## src/rtl/simon_key_unroll.sv

```systemverilog
// simon_key_unroll: Simon 96/96 key schedule (N=48, M=2, T=52) that first
// expands the master key forward to the last round-key pair, then walks the
// schedule backwards, emitting round keys T-1 down to 0 over a valid/ready
// handshake. Only two words of state are kept at any time.
// Optional feature macro: SIMON_KEY_UNROLL_SELFCHECK_EN adds o_key_err, which
// flags a mismatch between the latched master key and the regenerated
// k[1]/k[0] at the end of a run.
module simon_key_unroll #(
  parameter int N = 48,
  parameter int M = 2,
  parameter int T = 52
) (
  input  logic           i_clk,
  input  logic           i_rst,
  input  logic           i_start,
  input  logic [N*M-1:0] i_key,
  output logic           o_busy,
  output logic           o_rk_valid,
  input  logic           i_rk_ready,
  output logic [N-1:0]   o_rk,
  output logic [6:0]     o_rk_idx,
  output logic           o_done
`ifdef SIMON_KEY_UNROLL_SELFCHECK_EN
  ,
  output logic           o_key_err
`endif
);

  typedef enum logic [1:0] {
    S_IDLE   = 2'd0,
    S_EXPAND = 2'd1,
    S_EMIT   = 2'd2
  } state_t;

  // Simon z_2 constant sequence, MSB first so that z(0) is bit 61.
  localparam logic [61:0] Z2 =
    62'b1010111101_1100000011_0100100110_0010100001_0001111110_0101101100_11;
  localparam logic [N-1:0] C_CONST = {{(N-2){1'b1}}, 2'b00};
  localparam logic [6:0]   STEPS   = 7'(T - M);
  localparam logic [6:0]   LAST_IDX = 7'(T - 1);

  // Round-function mix: rotate right 3 XOR rotate right 4.
  function automatic logic [N-1:0] f_mix(input logic [N-1:0] x);
    return {x[2:0], x[N-1:3]} ^ {x[3:0], x[N-1:4]};
  endfunction

  // z(j) with j taken modulo the 62-bit sequence period.
  function automatic logic z_bit(input int j);
    int       r;
    logic [5:0] pos;
    r = j % 62;
    if (r < 0) begin
      r = r + 62;
    end
    pos = 6'(61 - r);
    return Z2[pos];
  endfunction

  state_t       r_state;
  state_t       w_next_state;
  logic [N-1:0] r_lo;
  logic [N-1:0] r_hi;
  logic [6:0]   r_step;
  logic [6:0]   r_idx;
  logic         r_done;
  logic         w_xfer;
  logic [N-1:0] w_fwd;
  logic [N-1:0] w_inv;
`ifdef SIMON_KEY_UNROLL_SELFCHECK_EN
  logic [N*M-1:0] r_key;
  logic           r_err_hi;
  logic           r_key_err;
`endif

  assign w_xfer = (r_state == S_EMIT) && i_rk_ready;
  // Forward: k[j+2] from (lo,hi)=(k[j],k[j+1]) with j = step count.
  assign w_fwd  = C_CONST ^ {{(N-1){1'b0}}, z_bit(int'(r_step))} ^ r_lo ^ f_mix(r_hi);
  // Inverse: k[idx-2] from (lo,hi)=(k[idx-1],k[idx]).
  assign w_inv  = r_hi ^ C_CONST ^ {{(N-1){1'b0}}, z_bit(int'(r_idx) - 2)} ^ f_mix(r_lo);

  // State register.
  always_ff @(posedge i_clk or posedge i_rst) begin
    if (i_rst) begin
      r_state <= S_IDLE;
    end else begin
      r_state <= w_next_state;
    end
  end

  // Next-state decode; start is only looked at in IDLE.
  always_comb begin
    w_next_state = r_state;
    case (r_state)
      S_IDLE: begin
        if (i_start) begin
          w_next_state = S_EXPAND;
        end else begin
          w_next_state = S_IDLE;
        end
      end
      S_EXPAND: begin
        if (r_step == STEPS) begin
          w_next_state = S_EMIT;
        end else begin
          w_next_state = S_EXPAND;
        end
      end
      S_EMIT: begin
        if (w_xfer && (r_idx == 7'd0)) begin
          w_next_state = S_IDLE;
        end else begin
          w_next_state = S_EMIT;
        end
      end
      default: w_next_state = S_IDLE;
    endcase
  end

  // Key pair, counters and done pulse: expand forward, then unwind on each transfer.
  always_ff @(posedge i_clk or posedge i_rst) begin
    if (i_rst) begin
      r_lo   <= '0;
      r_hi   <= '0;
      r_step <= 7'd0;
      r_idx  <= 7'd0;
      r_done <= 1'b0;
    end else begin
      r_done <= 1'b0;
      case (r_state)
        S_IDLE: begin
          if (i_start) begin
            r_lo   <= i_key[N-1:0];
            r_hi   <= i_key[2*N-1:N];
            r_step <= 7'd0;
          end
        end
        S_EXPAND: begin
          if (r_step == STEPS) begin
            r_idx <= LAST_IDX;
          end else begin
            r_lo   <= r_hi;
            r_hi   <= w_fwd;
            r_step <= r_step + 7'd1;
          end
        end
        S_EMIT: begin
          if (w_xfer) begin
            if (r_idx >= 7'd2) begin
              r_hi  <= r_lo;
              r_lo  <= w_inv;
              r_idx <= r_idx - 7'd1;
            end else if (r_idx == 7'd1) begin
              r_hi  <= r_lo;
              r_idx <= 7'd0;
            end else begin
              r_done <= 1'b1;
            end
          end
        end
        default: begin
          r_step <= 7'd0;
        end
      endcase
    end
  end

`ifdef SIMON_KEY_UNROLL_SELFCHECK_EN
  // Master-key latch and regenerated-key comparison at the k[1] and k[0] transfers.
  always_ff @(posedge i_clk or posedge i_rst) begin
    if (i_rst) begin
      r_key     <= '0;
      r_err_hi  <= 1'b0;
      r_key_err <= 1'b0;
    end else if ((r_state == S_IDLE) && i_start) begin
      r_key     <= i_key;
      r_err_hi  <= 1'b0;
      r_key_err <= 1'b0;
    end else if (w_xfer && (r_idx == 7'd1)) begin
      r_err_hi  <= (r_hi != r_key[2*N-1:N]);
    end else if (w_xfer && (r_idx == 7'd0)) begin
      r_key_err <= r_err_hi | (r_hi != r_key[N-1:0]);
    end
  end

  assign o_key_err = r_key_err;
`endif

  assign o_busy     = (r_state != S_IDLE);
  assign o_rk_valid = (r_state == S_EMIT);
  assign o_rk       = r_hi;
  assign o_rk_idx   = r_idx;
  assign o_done     = r_done;

endmodule

```

## config.mk

```make
export PLATFORM = sky130hd
export DESIGN_NAME = simon_key_unroll
export DESIGN_NICKNAME = d
export VERILOG_FILES = /design/src/rtl/simon_key_unroll.sv
export SDC_FILE = /design/constraint.sdc
export NUM_CORES = 1
export LEC_CHECK = 0
export ABC_AREA = 1
export ABC_CLOCK_PERIOD_IN_PS = 13400
export CAP_MARGIN = 20
export CORE_ASPECT_RATIO = 0.6
export CORE_MARGIN = 5
export CORE_UTILIZATION = 50
export CTS_BUF_LIST = sky130_fd_sc_hd__clkbuf_8
export DETAILED_ROUTE_END_ITERATION = 8
export GPL_TIMING_DRIVEN = 0
export PLACE_DENSITY = 0.75
export SLEW_MARGIN = 5
export SYNTH_ARGS = -nofsm -noshare
export SYNTH_HDL_FRONTEND = slang
export SYNTH_SLANG_ARGS = --single-unit
export TNS_END_PERCENT = 1
```

## constraint.sdc

```tcl
create_clock -name i_clk -period 13.4 [get_ports i_clk]
set_input_delay 3.35 -clock i_clk [delete_from_list [all_inputs] [get_ports i_clk]]
set_output_delay 3.35 -clock i_clk [all_outputs]
set_load 0.03 [all_outputs]
```

==> results of run 1 <==
==> registers in the layout, indices dropped and copies added, names as in the netlist <==
register,flops
o_rk,48
r_lo,48
o_rk_idx,7
r_step,7
r_state,2
o_done,1
==> worst min-delay path, delay by kind of cell, from the launching register on <==
kind / cells / cell delay, ns
simple gates: 3 / 0.15
flops: 1 / 0.39
==> placed cells by master (no fill, tap or decap), drive strengths merged, types with 2 or more instances in the layout <==
cell type	netlist	layout
ha	28	28
clkbuf	104	123
a21oi	65	65
xnor2	53	53
buf	7	8
nor3b	4	4
inv	125	127
clkdlybuf4s50	0	157
bufinv	0	4
nand3b	3	3
dfrtp	113	113
xor2	57	57
nor3	7	7
o21ai	211	211
nand2	332	332
nor2	137	137
o211ai	52	52
clkinv	3	7
or2	5	5
nand4	9	9
nand3	100	100
clkinvlp	0	2
a31oi	49	49
a211oi	2	2
==> final cells by class <==
| cell class | count | area [sq um] |
|---|---|---|
| fillers | 1748 | 6970 |
| multi-input cells | 1120 | 6110 |
| flip-flops and latches | 113 | 2830 |
| repair buffers | 158 | 1600 |
| inverters | 128 | 490 |
| plain buffers | 111 | 418 |
| well taps | 266 | 333 |
| clock buffers | 19 | 262 |
| clock inverters | 12 | 166 |
| diodes | 1 | 2.50 |
==> routing by layer <==
layer	vias up	global-route usage, %
met5	-	0
met4	0	6.95
met3	60	6.66
met2	531	41.1
met1	5064	45.1
li1	5236	-
==> power groups by stage <==
stage          sequential (W)  clock [W]  combinational (W)
2_1_floorplan        0.000792          0            0.00144
3_3_place_gp         0.000682          0            0.00206
3_5_place_dp         0.000682          0            0.00213
4_1_cts              0.000678   0.000366            0.00214
5_1_grt              0.000703   0.000381            0.00241
6_report             0.000683   0.000365            0.00218
==> cells by family (layout without fill, tap and decap cells) <==
family	count (synthesis)	in the layout	synth area share, %
buf+inv	239	428	9.18
other cells	0	1	0
simple gates	598	598	26.9
flops	113	113	28.7
fa+ha+maj	28	28	3.56
xor+xnor	110	110	9.86
mux	1	1	0.102
compound gates	383	383	21.7
==> path summary, 6_finish.rpt <==
check                            start  slack, ns     endpoint
min in group asynchronous        i_rst       3.29     o_rk[15]
hold reg to reg              r_step[2]       0.58    r_step[2]
hold / removal               r_step[2]       0.58    r_step[2]
setup / recovery            i_rk_ready       7.56     r_lo[45]
max in group asynchronous        i_rst       9.41  o_rk_idx[1]
setup reg to reg           o_rk_idx[1]       8.40      r_lo[0]
==> through the flow <==
stage                     utilization [%]  std cells  cell area [sq um]
after detailed placement             61.4       1896              11800
after global routing                 63.7       1928              12200
after floorplan                         -       1472               9840
after global placement               61.3       1895              11700
final                                63.7       1928              12200
after CTS                            63.7       1927              12200
==> metrics.yaml, run 1 <==
io_buffers: 157
drc: 0
die_h_um: 119
ir_drop_v: 0.000114
clk_pin_slew_ns: 0.08
whs_path_depth: 3
area_delta_synth_final_pct: 24.0
ys_seq_area_share_pct: 28.7
r2r_cells: 41
maxCapViolCount: 0
async_flop_share_pct: 100
wl_met3_um: 3430
start_util_pct: 51.3
grt-ovfl-total: 0
clockBufferDepth: 2
rsz0062_at_grt: "false"
timing.setup.tns_ns: 0
p_sw_w: 0.00168
coreArea_sq_um: 19200
cts_sinks: 113
setup_slack_ns: 7.56
critPathKind: "in -> reg"
synth_seq_cells: 113
fp.dieW_um: 191
synth_common_cells: "308 x nand2_1, 204 x o21ai_0, 127 x nor2_1"
fp-row-count: 39
slew_headroom_pct: 45.3
hold_viol: 0
vias: 10900
leakagePower_nw: 5.55
total_power_w: 0.00323
grt_use_total_pct: 29.2
first_pass_iters: 8
slowest_delay_ns: 0.64
wl_per_cell_um: 17.5
cts_tree: "done"
grt_pass1_vias: 10000
m1WireLength_um: 16000
internal-power_w: 0.00155
ant_nets: 0
timing.final.crit_period_ns: 5.84
synth_top_area_share_pct: 28.7
place_hpwl_um: 25300
path_common_cell: "nor2_1"
seqPwrFrac_pct: 21.2
grt_max_degree: 64
routed_wl_um: 33700
synthFlopType: "dfrtp_1"
grt_antenna_before_repair: 1
clockRootBuffer: "clkbuf_8"
fmax_mhz: 171
htree_levels: 4
dp_slack_ns: 7.17
holdWs_ns: 0.578
pwr-share-clk_pct: 11.3
syn-cell-area_sq_um: 9840
yosys_warnings: 0
wl_met2_um: 13600
synth_area_leaders: "dfrtp_1 29%, nand2_1 12%, o21ai_0 10%, xor2_1 5.0%, nor2_1 4.8%"
numCtsBuffers: 17
tightest_slew_ns: 0.818
netSwitchingFraction_pct: 52.1
clkLatencyLatePin_ns: 0.47
cp_max_fo: 10
path_cells: "clkdlybuf4s50_1 > nor2_1 > nor3_1 > nand2_1 > nor2_1 > clkbuf_1 > clkbuf_1 > nor2_1 > a31oi_1"
cp_num_buf_inv: 3
cp_slowest_cell: "nor2_1"
status: "finished, final reports clean"
critical_path_depth: 9
viasPerCell: 5.65
worstHoldPathType: "reg -> reg"
cp.arrival_ns: 6.24
hold_buffers: 0
grt_pass1_wl_um: 53300
cp-start-kind: "primary input"
finalSetupViolCount: 0
cpLargestDelayFamily: "buffers and inverters"
top_layer: "met4"
drtIter0Drc: 1116
die_area_sq_um: 22700
final.setup_skew_ns: 0.0119
worst_ep_required_time_ns: 13.79
power_frac_comb_pct: 67.5
end_kind: "register"
postCtsSetupBuffers: 0
syn_avg_cell_area_sq_um: 6.69
synth_edf_count: 0
fin_nets: 1777
drive_gt1_share_pct: 5.24
synth_area_leader_cell: "dfrtp_1"
syn_inst: 1472
maxSlewViolCount: 0
power_density_nw_per_um2: 264
syn_nets: 1600
gp_congestion: 0.924
synth_cell_types: 40
period_share_pct: 43.6
ctsResizeCount: 0
io_pins: 158
yosysMostFrequentCell: "nand2_1"
(Power assumes the default switching activity.)
==> inputs of run 2 (changes only) <==
--- a/config.mk
+++ b/config.mk
@@ -6,7 +6,7 @@
 export NUM_CORES = 1
 export LEC_CHECK = 0
 export ABC_AREA = 1
-export ABC_CLOCK_PERIOD_IN_PS = 13400
+export ABC_CLOCK_PERIOD_IN_PS = 6000
 export CAP_MARGIN = 20
 export CORE_ASPECT_RATIO = 0.6
 export CORE_MARGIN = 5
==> constraint.sdc (replaced) <==
create_clock -name i_clk -period 6 [get_ports i_clk]
set_input_delay 1.5 -clock i_clk [delete_from_list [all_inputs] [get_ports i_clk]]
set_output_delay 1.5 -clock i_clk [all_outputs]
set_load 0.03 [all_outputs]
==> results of run 2 <==
Same layout as run 1 (identical final DEF). Status: finished, final reports clean.
Among the figures that moved: setup slack after placement 7.17 ns -> 1.07 ns; clock-pin slew on the worst setup and hold paths 0.08 ns -> 0.07 ns; setup slack after layout 7.56 ns -> 0.999 ns; start point of the critical path i_rk_ready -> o_rk_idx[1]; end point of the critical path r_lo[45] -> r_lo[0]; register-to-register setup slack 8.40 ns -> 1.0 ns; total power 0.00323 W -> 0.00721 W; worst IR drop on VDD 0.000114 V -> 0.000254 V
